[config.mk]
export PLATFORM = sky130hd
export DESIGN_NAME = traffic_light_monitor
export DESIGN_NICKNAME = d
export VERILOG_FILES = /design/src/rtl/traffic_light_monitor.sv
export SDC_FILE = /design/constraint.sdc
export NUM_CORES = 1
export LEC_CHECK = 0
export ABC_AREA = 0
export CORE_MARGIN = 1
export CORE_UTILIZATION = 40
export CTS_BUF_LIST = sky130_fd_sc_hd__clkbuf_8
export CTS_CLUSTER_SIZE = 28
export DETAILED_ROUTE_END_ITERATION = 8
export GPL_ROUTABILITY_DRIVEN = 0
export PLACE_DENSITY = 0.74
export SLEW_MARGIN = 20
export SYNTH_ARGS = -nofsm -noshare
export SYNTH_HDL_FRONTEND = slang
export SYNTH_SLANG_ARGS = --single-unit
[constraint.sdc]
create_clock -name clk -period 2.8 [get_ports clk]
set_input_delay 0.56 -clock clk [delete_from_list [all_inputs] [get_ports clk]]
set_output_delay 0.56 -clock clk [all_outputs]
set_load 0.05 [all_outputs]
[src/rtl/traffic_light_monitor.sv]
// traffic_light_monitor: decodes NS/EW light buses into phases; checks conflicts, codes, order and dwell (dwell checks need `TLC_MON_TIMING_EN).
// Latency: a sample registered at edge N shows on all outputs after edge N+1.
// Backpressure: none; the monitor observes every cycle and never stalls.
module traffic_light_monitor #(
  parameter int EXP_DWELL = 101,
  parameter int DWELL_TOL = 0,
  parameter int DW        = 16
) (
  input  logic          clk,
  input  logic          reset,
  input  logic [2:0]    light_NS,
  input  logic [2:0]    light_EW,
  input  logic          err_clr,
  output logic [1:0]    phase,
  output logic          phase_vld,
  output logic          locked,
  output logic          conflict_err,
  output logic          code_err,
  output logic          seq_err,
  output logic          timing_err,
  output logic [3:0]    err_flags,
  output logic [DW-1:0] dwell,
  output logic [15:0]   cycle_cnt
);

  localparam logic [0:0] ST_ACQ = 1'b0;
  localparam logic [0:0] ST_TRK = 1'b1;

  logic [2:0]  r_in_ns;
  logic [2:0]  r_in_ew;
  logic        r_in_vld;
  logic [0:0]  r_state;
  logic        r_ref_vld;
  logic [1:0]  r_phase;
  logic        r_phase_vld;
  logic        r_conflict;
  logic        r_code;
  logic        r_seq;
  logic        r_timing;
  logic [3:0]  r_err_flags;
  logic [15:0] r_cycle_cnt;

  logic        w_legal;
  logic [1:0]  w_dec;
  logic        w_conflict;
  logic        w_code;
  logic        w_sample;
  logic        w_change;
  logic        w_succ;
  logic        w_seq;
  logic        w_timing;
  logic        w_stuck;

  always_comb begin
    w_legal = 1'b1;
    w_dec   = 2'd0;
    case ({r_in_ns, r_in_ew})
      6'b001_100: w_dec = 2'd0;
      6'b010_100: w_dec = 2'd1;
      6'b100_001: w_dec = 2'd2;
      6'b100_010: w_dec = 2'd3;
      default:    w_legal = 1'b0;
    endcase
  end

  // r_in_vld masks the reset value of in_q, which is all-red but not a real sample
  assign w_conflict = r_in_vld && !r_in_ns[2] && !r_in_ew[2];
  assign w_code     = r_in_vld && !w_legal && !w_conflict;
  assign w_sample   = r_in_vld && w_legal;
  assign w_change   = w_sample && r_ref_vld && (w_dec != r_phase);
  assign w_succ     = (w_dec == r_phase + 2'd1);
  assign w_seq      = w_change && (r_state == ST_TRK) && !w_succ;

`ifdef TLC_MON_TIMING_EN
  localparam int DW_LO = EXP_DWELL - DWELL_TOL;
  localparam int DW_HI = EXP_DWELL + DWELL_TOL;

  logic [DW-1:0] r_dwell;
  logic [DW-1:0] w_dwell_inc;

  assign w_dwell_inc = (&r_dwell) ? r_dwell : r_dwell + DW'(1);
  assign w_stuck     = w_sample && r_ref_vld && !w_change && (r_state == ST_TRK) &&
                       (int'(w_dwell_inc) == DW_HI + 1);
  assign w_timing    = (w_change && (r_state == ST_TRK) &&
                        ((int'(r_dwell) < DW_LO) || (int'(r_dwell) > DW_HI))) || w_stuck;

  always_ff @(posedge clk or posedge reset) begin
    if (reset) begin
      r_dwell <= '0;
    end else if (r_in_vld) begin
      if (!w_legal) begin
        r_dwell <= '0;
      end else if (w_change || !r_ref_vld) begin
        r_dwell <= DW'(1);
      end else begin
        r_dwell <= w_dwell_inc;
      end
    end
  end

  assign dwell = r_dwell;
`else
  logic [DW-1:0] w_unused_cfg;

  assign w_unused_cfg = DW'(EXP_DWELL + DWELL_TOL);
  assign w_stuck      = 1'b0;
  assign w_timing     = 1'b0;
  assign dwell        = '0;
`endif

  always_ff @(posedge clk or posedge reset) begin
    if (reset) begin
      r_in_ns     <= 3'b100;
      r_in_ew     <= 3'b100;
      r_in_vld    <= 1'b0;
      r_state     <= ST_ACQ;
      r_ref_vld   <= 1'b0;
      r_phase     <= 2'd0;
      r_phase_vld <= 1'b0;
      r_conflict  <= 1'b0;
      r_code      <= 1'b0;
      r_seq       <= 1'b0;
      r_timing    <= 1'b0;
      r_err_flags <= 4'b0000;
      r_cycle_cnt <= 16'd0;
    end else begin
      r_in_ns     <= light_NS;
      r_in_ew     <= light_EW;
      r_in_vld    <= 1'b1;
      r_phase_vld <= w_sample;
      r_conflict  <= w_conflict;
      r_code      <= w_code;
      r_seq       <= w_seq;
      r_timing    <= w_timing;
      // a new pulse wins over a simultaneous clear
      r_err_flags <= (err_clr ? 4'b0000 : r_err_flags) | {w_timing, w_seq, w_code, w_conflict};

      if (w_sample) begin
        r_phase   <= w_dec;
        r_ref_vld <= 1'b1;
      end

      if (r_in_vld && !w_legal) begin
        r_state <= ST_ACQ;
      end else if (w_change) begin
        r_state <= w_succ ? ST_TRK : ST_ACQ;
      end else if (w_stuck) begin
        r_state <= ST_ACQ;
      end

      if (w_change && (r_state == ST_TRK) && w_succ && (r_phase == 2'd3)) begin
        r_cycle_cnt <= r_cycle_cnt + 16'd1;
      end
    end
  end

  assign phase        = r_phase;
  assign phase_vld    = r_phase_vld;
  assign locked       = (r_state == ST_TRK);
  assign conflict_err = r_conflict;
  assign code_err     = r_code;
  assign seq_err      = r_seq;
  assign timing_err   = r_timing;
  assign err_flags    = r_err_flags;
  assign cycle_cnt    = r_cycle_cnt;

endmodule

* Word-level counts from Yosys, hierarchy flattened
Cells that the tools add are included.
** Storage, ports and cells
- Bits in registers :: 35
- Output and inout port bits :: 44
** Cells by class
- Add/sub/neg operators :: 2
- Equal/unequal tests :: 7
- Multiplexer cells :: 6
- Bitwise operators :: 1
- Reduce and logical (&&, ||, !) cells :: 18
** Operators with widths (number)
- $add A16 B1 Y16 const B :: 1
- $eq A6 B6 Y1 const B :: 2
- $logic_and A1 B1 Y1 :: 11
- $eq A6 B4 Y1 const B :: 1
- $eq A6 B5 Y1 const B :: 1
- $pmux W2 S3 :: 1
- $logic_not A1 Y1 :: 5
- $mux W1 :: 4
- $mux W4 :: 1
- $or A4 B3 Y4 :: 1
- $reduce_or A4 Y1 :: 1
- $add A2 B1 Y2 const B :: 1
- $eq A2 B2 Y1 :: 1
- $eq A2 B2 Y1 const B :: 1
- $ne A2 B2 Y1 :: 1
- $reduce_bool A2 Y1 :: 1

* Logic depth before layout (Yosys ltp)
Gate-level depths: netlist of run 1.
- Word-level depth :: 9
- Mapped depth :: 7

* Worst setup path before layout of run 1
OpenSTA, ideal clock, no wires.
- Kind :: register to register
- Start point :: reg r_phase[1] (netlist: phase[1])
- End point :: reg r_cycle_cnt[4] (netlist: cycle_cnt[4])
- Arrival :: 2335 ps
- Data required time :: 2658 ps
- Setup slack :: 323 ps
- Stages on the path, launching flop included :: 7
- Buffers on the path :: 1
- Period minus slack after synthesis :: 2477 ps
- Path through :: dfrtp_1 -> ha_1 -> or4b_1 -> a221oi_2 -> buf_6 -> nand4_1 -> xnor2_1
** Between the ends
- Longest elaborated chain between the ends :: 5
- Elaborated cells between the ends (all ways) :: 8
- Those cells by class :: 1 x add/sub; 3 x eq/ne; 4 x reduce/logical
** RTL lines
- from (decl) :: RTL line 34 : logic [1:0] r_phase;
- from (signal assigned) :: RTL line 139 : r_phase <= w_dec;
- parallel branches: the longest is 4 deep, another holds $add A2 B1 Y2
- $logic_and A1 B1 Y1 * :: RTL line 151 : if (w_change && (r_state == ST_TRK) && w_succ && (r_phase == 2'd3)) begin
- to (signal assigned) :: RTL line 152 : r_cycle_cnt <= r_cycle_cnt + 16'd1;
- to (decl) :: RTL line 41 : logic [15:0] r_cycle_cnt;
Mark *: on every way between the ends.
A chain may end at the register's enable or synchronous reset.

* Worst setup path after layout of run 1
- Start point :: reg r_in_ns[2]
- End point :: reg r_cycle_cnt[1] (netlist: cycle_cnt[1])
** Between the ends
- Longest elaborated chain between the ends :: 9
- Elaborated cells between the ends (all ways) :: 15
- Those cells by class :: 6 x eq/ne; 2 x mux; 7 x reduce/logical
** RTL lines
- from (decl) :: RTL line 29 : logic [2:0] r_in_ns;
- from (signal assigned) :: RTL line 127 : r_in_ns <= light_NS;
- $eq A6 B6 Y1, or another cell as far along :: RTL line 57 : case ({r_in_ns, r_in_ew})
- $reduce_or A4 Y1 (no line)
- $mux W1 :: RTL line 57
- $logic_and A1 B1 Y1 :: RTL line 69 : assign w_sample = r_in_vld && w_legal;
- $logic_and A1 B1 Y1 (2 in a row) :: RTL line 70 : assign w_change = w_sample && r_ref_vld && (w_dec != r_phase);
- $logic_and A1 B1 Y1 :: RTL line 151
- $logic_and A1 B1 Y1 * (2 in a row) :: RTL line 151
Mark *: on every way between the ends. The rest lies on a longest branch, timed or not.

==> metrics.cfg, run 1 <==
[outcome]
status=finished, final reports clean

[critical_path]
critical_path_arrival_ns=2.45
crit_path_start_kind=flop
worstSetupEndpointType=flop
reg2regPathDepth=5
timing.rr.end=cycle_cnt[1]
worst_path_max_delay_cell=dfstp_2
worstPathRequired_ns=2.96
crit_buf_inv=1
critPathTopFamily=compound AO/OA/AOI/OAI gates
r2r_start=r_in_ns[2]
reg2reg_slack_ns=0.51
path_cells=or4b_1 -> a211o_1 -> a221oi_2 -> buf_4 -> mux2_2
criticalPathCategory=reg2reg
max_stage_delay_ns=0.56
worstPathMaxFanout=11

[run]
drv_cap=0

[placed_design]
hpwl_um=2400
place_inst=249
portBuffers=34

[routing]
first_iter_violations=17
drcViolationCount=0
wirelength_um=3130
vias=1262
vias_per_cell=4.93
wire_per_inst_um=12.2
ant_nets=0
firstDrtPassIters=4

[floorplan]
die_w_um=68.1
die_y_um=68.1
initial_core_util=0.428
die-area_um2=4640
io_pins=53
fp-row-count=23
core_area_um2=4090

[power]
switching_share=0.289
power_frac_seq=0.516
p_comb_frac=0.175
p_int_mw=0.728
leakagePower_nw=0.961
p_sw_mw=0.296
power.density_nw_per_um2=474
clock_power_share=0.309
ir_drop_mv=0.256

[clocking]
cts_buffers=5
cts_tree=done
htreeDepth=2
cts.reportedPaths.clkPinSlew_ns=0.06
postCtsSetupRepairBufs=0
cts_resized=0
clkLatencyLatePin_ns=0.28
ctsHoldBuffers=0
cts.path.max_buffers=2
cts_sinks=34
clockRootBuffer=clkbuf_8

[global_route]
grt_overflow=0
grt_max_degree=19
first_global_vias=1037
grtUsageTotal=0.152
antenna_found_initial=0
grt_pass1_wl_um=4980

[timing]
fin_crit_sh=0.819
final.min_clock_period_ns=2.29
setup_viol=0
rsz0062_at_grt=false
hold_viol_final=0
fmax_mhz=436
setup_tns_ns=0
slew-limit-headroom=0.564
maxSlewViolCount=0
worst_pin_slew_ns=0.654
fin_skew_ns=0.00510

[layout]
final_nets=217
drive_above_1_share=0.0825
antenna_cells=0
synthToLayoutAreaGrowth_pct=23.8
fin_cells=256

[logic_synthesis]
ys_ff_latch=34
netlist_top_cells_count=dfrtp_1, buf_4, nand2_1, xnor2_1, nand3_1
synth_xor_xnor_area_share=0.0852
syn_inst=165
ys_seq_area_frac=0.488
synth_edf_count=0
post-synth-top-count-cell=dfrtp_1
yosysTopAreaCell=dfrtp_1
yosys.area_share.simple=0.213
synth_fa_ha_area_frac=0.0143
yosys_most_used_dff=dfrtp_1
synth_top_family_by_area=simple AND/OR/NAND/NOR gates
netlist_area_um2=1750
synth_compound_area_frac=0.0780
avgSynthCellArea_um2=10.6
yosysWarnings=0
synthMuxAreaShare=0.0186
async_flop_share=1.00
synth_cell_types=43
synth.area.top_cells=dfrtp_1, buf_4, xnor2_1
synth_top_area_share=0.458

[worst_hold_path]
hp-start=r_ref_vld
min_to=r_ref_vld
whs_path_depth=1
hold_path.class=reg2reg

## placed cells by master (no fill, tap or decap), drive strengths merged, types with 2 or more instances in the layout
cell type	count
nor2	5
and2	5
nor4	6
a221oi	2
ha	2
nand2b	4
nor3b	2
conb	19
dfrtp	32
and4bb	2
a21o	3
xor2	6
nor3	3
or4b	2
xnor2	11
nand3	7
nor2b	3
nand2	16
o21ai	2
dfstp	2
nand4	4
clkbuf	5
mux2	2
inv	8
buf	3
clkdlybuf4s50	34
## cells by family after synthesis
kind of cell	Yosys count
adders and majority gates	2
muxes	3
and+or+nand+nor	65
AOI/OAI and AO/OA	16
buffers and inverters	26
other	2
DFF	34
xor gates and xnor gates	17
## final cells by class
class / count / area [um^2]
Clock inverter: 2 / 7.51
Timing Repair Buffer: 37 / 363
Tap cell: 50 / 62.6
Fill cell: 389 / 1920
Multi-Input combinational cell: 122 / 786
Clock buffer: 5 / 68.8
Inverter: 6 / 22.5
Sequential cell: 34 / 853
## registers in the layout, summed over array words and instances, names as in the netlist, 2 cells and up
signal and cells:
cycle_cnt 16, err_flags 3, phase 2, r_in_ew 3, r_in_ns 3
## power by group through the flow
stage	Clock, mW	Sequential [mW]	Combinational [mW]
after global routing	0.354	0.531	0.194
after floorplan	0	0.565	0.126
final	0.317	0.528	0.180
after global placement	0	0.536	0.179
after detailed placement	0	0.537	0.181
after CTS	0.333	0.528	0.181
## routing by layer
layer / share of wire / vias to the layer above / GRT usage / wire length, um
li1: - / 617 / - / -
met1: 0.48 / 603 / 0.224 / 1490
met2: 0.46 / 40 / 0.195 / 1430
met4: 0.012 / 0 / 0.0781 / 38
met3: 0.053 / 2 / 0.0450 / 165
met5: 0 / - / 0 / 0
## metrics by stage
stage                util  hold WS, ns  instance area [um^2]  worst slack [ns]  power [mW]
floorplan               -        0.426                  1810             0.323       0.691
global placement    0.511        0.443                  2090             0.558       0.715
detailed placement  0.511        0.455                  2090             0.520       0.717
CTS                 0.529        0.474                  2160             0.506        1.04
global route        0.529        0.498                  2160             0.396        1.08
finish              0.529        0.466                  2160             0.507        1.02
## worst max-delay path by stage
| stage | startpoint | to | slack (ns) | cells past startpoint |
|---|---|---|---|---|
| finish | r_in_ns[2] | cycle_cnt[1] | 0.51 | 5 |
| global route | phase[1] | cycle_cnt[1] | 0.40 | 5 |
| CTS | phase[1] | cycle_cnt[1] | 0.51 | 5 |
| detailed placement | phase[1] | cycle_cnt[1] | 0.52 | 5 |
| global placement | r_in_ns[2] | cycle_cnt[1] | 0.56 | 5 |
| floorplan | phase[1] | cycle_cnt[4] | 0.32 | 6 |
Note: power is estimated with default switching activity, not from simulation.
==> inputs of run 2 (changes only) <==
--- a/config.mk
+++ b/config.mk
@@ -12,7 +12,7 @@
 export CTS_CLUSTER_SIZE = 28
 export DETAILED_ROUTE_END_ITERATION = 8
 export GPL_ROUTABILITY_DRIVEN = 0
-export PLACE_DENSITY = 0.74
+export PLACE_DENSITY = 0.77
 export SLEW_MARGIN = 20
 export SYNTH_ARGS = -nofsm -noshare
 export SYNTH_HDL_FRONTEND = slang
==> constraint.sdc (replaced) <==
create_clock -name clk -period 2 [get_ports clk]
set_input_delay 0.4 -clock clk [delete_from_list [all_inputs] [get_ports clk]]
set_output_delay 0.4 -clock clk [all_outputs]
set_load 0.05 [all_outputs]
==> metrics.cfg, run 2 (synthesis gave the netlist of run 1 again) <==
[routing]
wirelength_um=3740  ; +20%
firstDrtPassIters=4  ; unchanged
vias_per_cell=4.95  ; +0.32%
highest_layer=met4
wire_per_inst_um=13.6  ; +11%
vias=1360  ; +7.8%
met3WireLength_um=176  ; +6.7%
first_iter_violations=43  ; +26
ant_nets=0  ; unchanged
drt-met1-wl_um=1660  ; +11%
met2_length_um=1840  ; +28%
drcViolationCount=0  ; unchanged

[critical_path]
worst_path_max_delay_cell=or4b_4
path_cells=or2b_1 -> or4b_4 -> buf_4 -> a21bo_4 -> nor4_4 -> xor2_1
reg2reg_slack_ns=-0.34  ; -0.84 ns
timing.rr.end=cycle_cnt[3]
worstSetupEndpointType=flop
max_stage_delay_ns=0.58  ; +0.02 ns
worstPathRequired_ns=2.20  ; -0.76 ns
crit_path_start_kind=flop
critical_path_arrival_ns=2.54  ; +0.09 ns
r2r_start=r_in_ew[2]
criticalPathCategory=reg2reg
worstPathMaxFanout=6  ; -5
reg2regPathDepth=6  ; +1

[global_route]
grt_pass1_wl_um=5730  ; +15%
antenna_found_initial=0  ; unchanged
grt_max_degree=35  ; +16
grt_overflow=0  ; unchanged
grtUsageTotal=0.172  ; +0.0200
first_global_vias=1232  ; +19%

[layout]
synthToLayoutAreaGrowth_pct=42.9
final_nets=235  ; +8.3%
fillers=337  ; -13%
drive_above_1_share=0.276  ; +0.193
final_cell_mix=dfrtp_1, clkdlybuf4s50_1, buf_4, conb_1, nand2_1
final_common_cell=dfrtp_1
antenna_cells=0  ; unchanged
largest_reg_flops=16  ; unchanged

[clocking]
clkLatencyLatePin_ns=0.29  ; about the same
cts.path.max_buffers=2  ; unchanged
clockRootBuffer=clkbuf_8
ctsHoldBuffers=0  ; unchanged
cts_tree=done
cts.reportedPaths.clkPinSlew_ns=0.07  ; about the same
cts_sinks=34  ; unchanged
cts_buffers=5  ; unchanged
htreeDepth=2  ; unchanged

[timing]
hold_slack_ns=0.464  ; -0.00246 ns
fin_skew_ns=0.00852  ; +0.00342 ns
worst_pin_slew_ns=0.673  ; +0.0189 ns
setup_slack_ns=-0.336  ; -0.843 ns
rsz0062_at_grt=true
fmax_mhz=428  ; -1.8%
slew-limit-headroom=0.548  ; -0.0156
fin_crit_sh=1.17  ; +0.349
final.min_clock_period_ns=2.34  ; +0.0425 ns
maxSlewViolCount=0  ; unchanged
setup_tns_ns=-4.44  ; -4.44 ns
hold_viol_final=0  ; unchanged
setup_viol=18  ; +18

[placed_design]
place_ws_ns=-0.282  ; -0.801 ns
hpwl_um=2450  ; +2.0%
portBuffers=34  ; unchanged

[floorplan]
initial_core_util=0.428  ; unchanged
die-area_um2=4640  ; unchanged
core_area_um2=4090  ; unchanged
die_y_um=68.1  ; unchanged
fp-row-count=23  ; unchanged
die_w_um=68.1  ; unchanged
io_pins=53  ; unchanged

[worst_hold_path]
hold_path.class=reg2reg
whs_path_depth=1  ; unchanged
hp-start=cycle_cnt[15]
min_to=cycle_cnt[15]

[run]
drv_cap=0  ; unchanged

[power]
p_total_mw=1.52  ; +48%
ir_drop_mv=0.396  ; +54%
leakagePower_nw=1.24  ; +29%
power.density_nw_per_um2=606  ; +28%

[outcome]
violations=negative setup slack
status=finished with violations

run 2: cell type report:
class	count	area, um^2	area share
Multi-Input combinational cell	122	965	0.386
Sequential cell	34	856	0.343
Timing Repair Buffer	55	513	0.205
Clock buffer	5	68.8	0.0275
Tap cell	50	62.6	0.0250
Inverter	6	22.5	0.00901
Clock inverter	3	11.3	0.00451
run 2: what timing repair did:
action | in CTS | in global routing
resized for setup | 10 | 19
setup buffers | 4 | 3
gates cloned | 1 | 0
pin swaps | 7 | 11
endpoints found under the setup margin | 18 | 23
run 2: stage by stage:
stage / utilization / std cells / cell area, um^2
3_3_place_gp: 0.548 / 261 / 2240
6_report: 0.611 / 275 / 2500
2_1_floorplan: - / 182 / 1870
4_1_cts: 0.590 / 274 / 2410
3_5_place_dp: 0.548 / 261 / 2240
5_1_grt: 0.611 / 275 / 2500
run 2: how the worst max path moves through the flow:
stage,start,end,slack [ns]
finish,r_in_ew[2],cycle_cnt[3],-0.34
detailed placement,r_in_ew[2],cycle_cnt[1],-0.28
CTS,r_in_ew[2],cycle_cnt[6],-0.22
floorplan,r_in_ew[2],cycle_cnt[4],-0.22
global route,r_in_ew[2],cycle_cnt[4],-0.37
global placement,r_in_ew[2],cycle_cnt[1],-0.24
run 2: routing by layer:
metal  global-route usage  vias up
met1                0.228      647
li1                     -      656
met5                    0        -
met4               0.0807        0
met2                0.257       51
met3               0.0467        6
run 2: critical path, delay by kind of cell, from the launching register on:
family | cells | cell delay, ns
buffers and inverters | 1 | 0.16
AND/OR/NAND/NOR | 3 | 1.11
flip-flops | 1 | 0.53
XOR/XNOR | 1 | 0.19
AO/OA/AOI/OAI | 1 | 0.26
run 2: power by group:
group / total, mW / switching, mW / internal, mW
logic: 0.322 / 0.207 / 0.115
clock network: 0.462 / 0.230 / 0.231
registers: 0.732 / 0.0163 / 0.715
total: 1.52 / 0.453 / 1.06
==> inputs of run 3 (changes only) <==
--- a/config.mk
+++ b/config.mk
@@ -6,7 +6,7 @@
 export NUM_CORES = 1
 export LEC_CHECK = 0
 export ABC_AREA = 0
-export CORE_MARGIN = 1
+export CORE_MARGIN = 2
 export CORE_UTILIZATION = 40
 export CTS_BUF_LIST = sky130_fd_sc_hd__clkbuf_8
 export CTS_CLUSTER_SIZE = 28
==> metrics.cfg, run 3 (synthesis gave the netlist of run 1 again) <==
[critical_path]
criticalPathCategory=reg2reg
worstPathMaxFanout=6  ; unchanged
worstSetupEndpointType=flop
critPathTopFamily=compound AO/OA/AOI/OAI gates
critical_path_arrival_ns=2.40  ; -0.14 ns
reg2regPathDepth=5  ; -1
crit_path_start_kind=flop
worstPathRequired_ns=2.17  ; -0.03 ns
r2r_start=r_in_ns[2]
crit_buf_inv=1  ; unchanged
reg2reg_slack_ns=-0.23  ; +0.11 ns
path_cells=or4b_4 -> a211o_1 -> a221oi_4 -> buf_12 -> mux2_4
timing.rr.end=cycle_cnt[1]
worst_path_max_delay_cell=dfstp_2
max_stage_delay_ns=0.54  ; -0.04 ns

[run]
drv_cap=0  ; unchanged

[routing]
vias=1336  ; -1.8%
wire_per_inst_um=13.0  ; -4.4%
wirelength_um=3540  ; -5.5%
drcViolationCount=0  ; unchanged
ant_nets=0  ; unchanged
first_iter_violations=101  ; +130%
firstDrtPassIters=4  ; unchanged
vias_per_cell=4.91  ; -0.68%

[clocking]
cts_tree=done
ctsHoldBuffers=0  ; unchanged
cts_buffers=5  ; unchanged
clockRootBuffer=clkbuf_8
cts.path.max_buffers=2  ; unchanged
cts.reportedPaths.clkPinSlew_ns=0.06  ; about the same
cts_sinks=34  ; unchanged
htreeDepth=2  ; unchanged
clkLatencyLatePin_ns=0.28  ; about the same

[floorplan]
fp-row-count=24  ; +4.3%
die-area_um2=4910  ; +6.0%
initial_core_util=0.407  ; -0.0207
die_y_um=70.1  ; +2.9%
core_area_um2=4290  ; +5.1%
io_pins=53  ; unchanged
die_w_um=70.1  ; +2.9%

[timing]
rsz0062_at_grt=true
slew-limit-headroom=0.537  ; -0.0115
final.min_clock_period_ns=2.23  ; -0.106 ns
maxSlewViolCount=0  ; unchanged
hold_slack_ns=0.479  ; +0.0148 ns
fmax_mhz=449  ; +4.8%
setup_viol=18  ; unchanged
fin_crit_sh=1.11  ; -0.0531
setup_slack_ns=-0.229  ; +0.106 ns
fin_skew_ns=0.00249  ; -0.00603 ns
hold_viol_final=0  ; unchanged
worst_pin_slew_ns=0.690  ; +0.0172 ns

[global_route]
antenna_found_initial=0  ; unchanged
grt_max_degree=35  ; unchanged
grt_pass1_wl_um=5710  ; -0.24%
first_global_vias=1261  ; +2.4%
grt_overflow=0  ; unchanged
grtUsageTotal=0.150  ; -0.0212

[worst_hold_path]
whs_path_depth=1  ; unchanged
hp-start=err_flags[1]
hold_path.class=reg2reg
min_to=err_flags[1]

[placed_design]
portBuffers=34  ; unchanged
place_inst=262  ; +0.38%
hpwl_um=2520  ; +2.7%

[layout]
fin_cells=272  ; -1.1%
largest_reg_flops=16  ; unchanged
synthToLayoutAreaGrowth_pct=39.7
fillers=368  ; +9.2%
drive_above_1_share=0.255  ; -0.0210
antenna_cells=0  ; unchanged
final_cell_mix=dfrtp_1, clkdlybuf4s50_1, conb_1, buf_4, nand2_1
regArea_um2=856  ; unchanged
final_common_cell=dfrtp_1
multi_input_comb_area_um2=935  ; -3.1%
final_nets=230  ; -2.1%

[power]
power.density_nw_per_um2=632  ; +4.3%
clock_power_share=0.328  ; +0.023
power_frac_seq=0.476  ; -0.007
switching_share=0.294  ; -0.00540
ir_drop_mv=0.512  ; +29%
p_int_mw=1.09  ; +2.7%
p_comb_frac=0.196  ; -0.016
p_sw_mw=0.454  ; about the same
leakagePower_nw=1.22  ; -1.5%

[outcome]
violations=negative setup slack
status=finished with violations

-- run 3: cell types whose count changed in the layout (fill, tap and decap cells not counted), sizes merged --
cell	change
buf	-4
inv	-2
clkbuf	+1
clkdlybuf4s50	-1
clkinv	+1
-- run 3: worst max path at each step --
stage | from | endpoint | slack (ns) | cells past startpoint
2_1_floorplan | r_in_ew[2] | cycle_cnt[4] | -0.22 | 6
3_3_place_gp | r_in_ew[2] | cycle_cnt[1] | -0.24 | 5
3_5_place_dp | r_in_ew[2] | cycle_cnt[1] | -0.27 | 5
4_1_cts | r_in_ns[2] | cycle_cnt[0] | -0.24 | 7
5_1_grt | r_in_ew[2] | cycle_cnt[4] | -0.28 | 6
6_report | r_in_ns[2] | cycle_cnt[1] | -0.23 | 5
-- run 3: what timing repair did --
action | in CTS | in global routing
pin swaps | 6 | 2
resized for setup | 12 | 10
endpoints found under the setup margin | 18 | 19
cloned | 1 | 0
buffers inserted | 2 | 0
-- run 3: area by class of cell --
cell class                 count  area share
clock inverter                 2     0.00359
timing repair buffer          50       0.194
sequential                    34       0.350
tap                           52      0.0266
inverter                       6     0.00922
multi-input combinational    122       0.383
clock buffer                   6      0.0338
-- run 3: power by group through the flow --
stage | Clock [mW] | Sequential [mW] | Combinational, mW
after floorplan | 0 | 0.795 | 0.183
after global placement | 0 | 0.748 | 0.296
after detailed placement | 0 | 0.749 | 0.302
after CTS | 0.521 | 0.737 | 0.304
after global routing | 0.557 | 0.738 | 0.324
final | 0.506 | 0.736 | 0.302
-- run 3: layer usage --
layer  part of all wire  vias to the layer above  GRT usage
li1                   -                      650          -
met1               0.40                      639      0.170
met2               0.52                       41      0.258
met3              0.052                        6     0.0476
met4              0.022                        0     0.0684
met5                  0                        -          0
-- run 3: stage by stage --
stage / area, um^2 / total power, mW / TNS, ns / util / worst slack (ns)
after floorplan: 1870 / 0.978 / -2.11 / - / -0.215
after global placement: 2230 / 1.04 / -2.40 / 0.520 / -0.244
after detailed placement: 2230 / 1.05 / -2.90 / 0.520 / -0.268
after CTS: 2420 / 1.56 / -3.28 / 0.564 / -0.240
after global routing: 2440 / 1.62 / -4.14 / 0.569 / -0.281
final: 2440 / 1.54 / -3.03 / 0.569 / -0.229
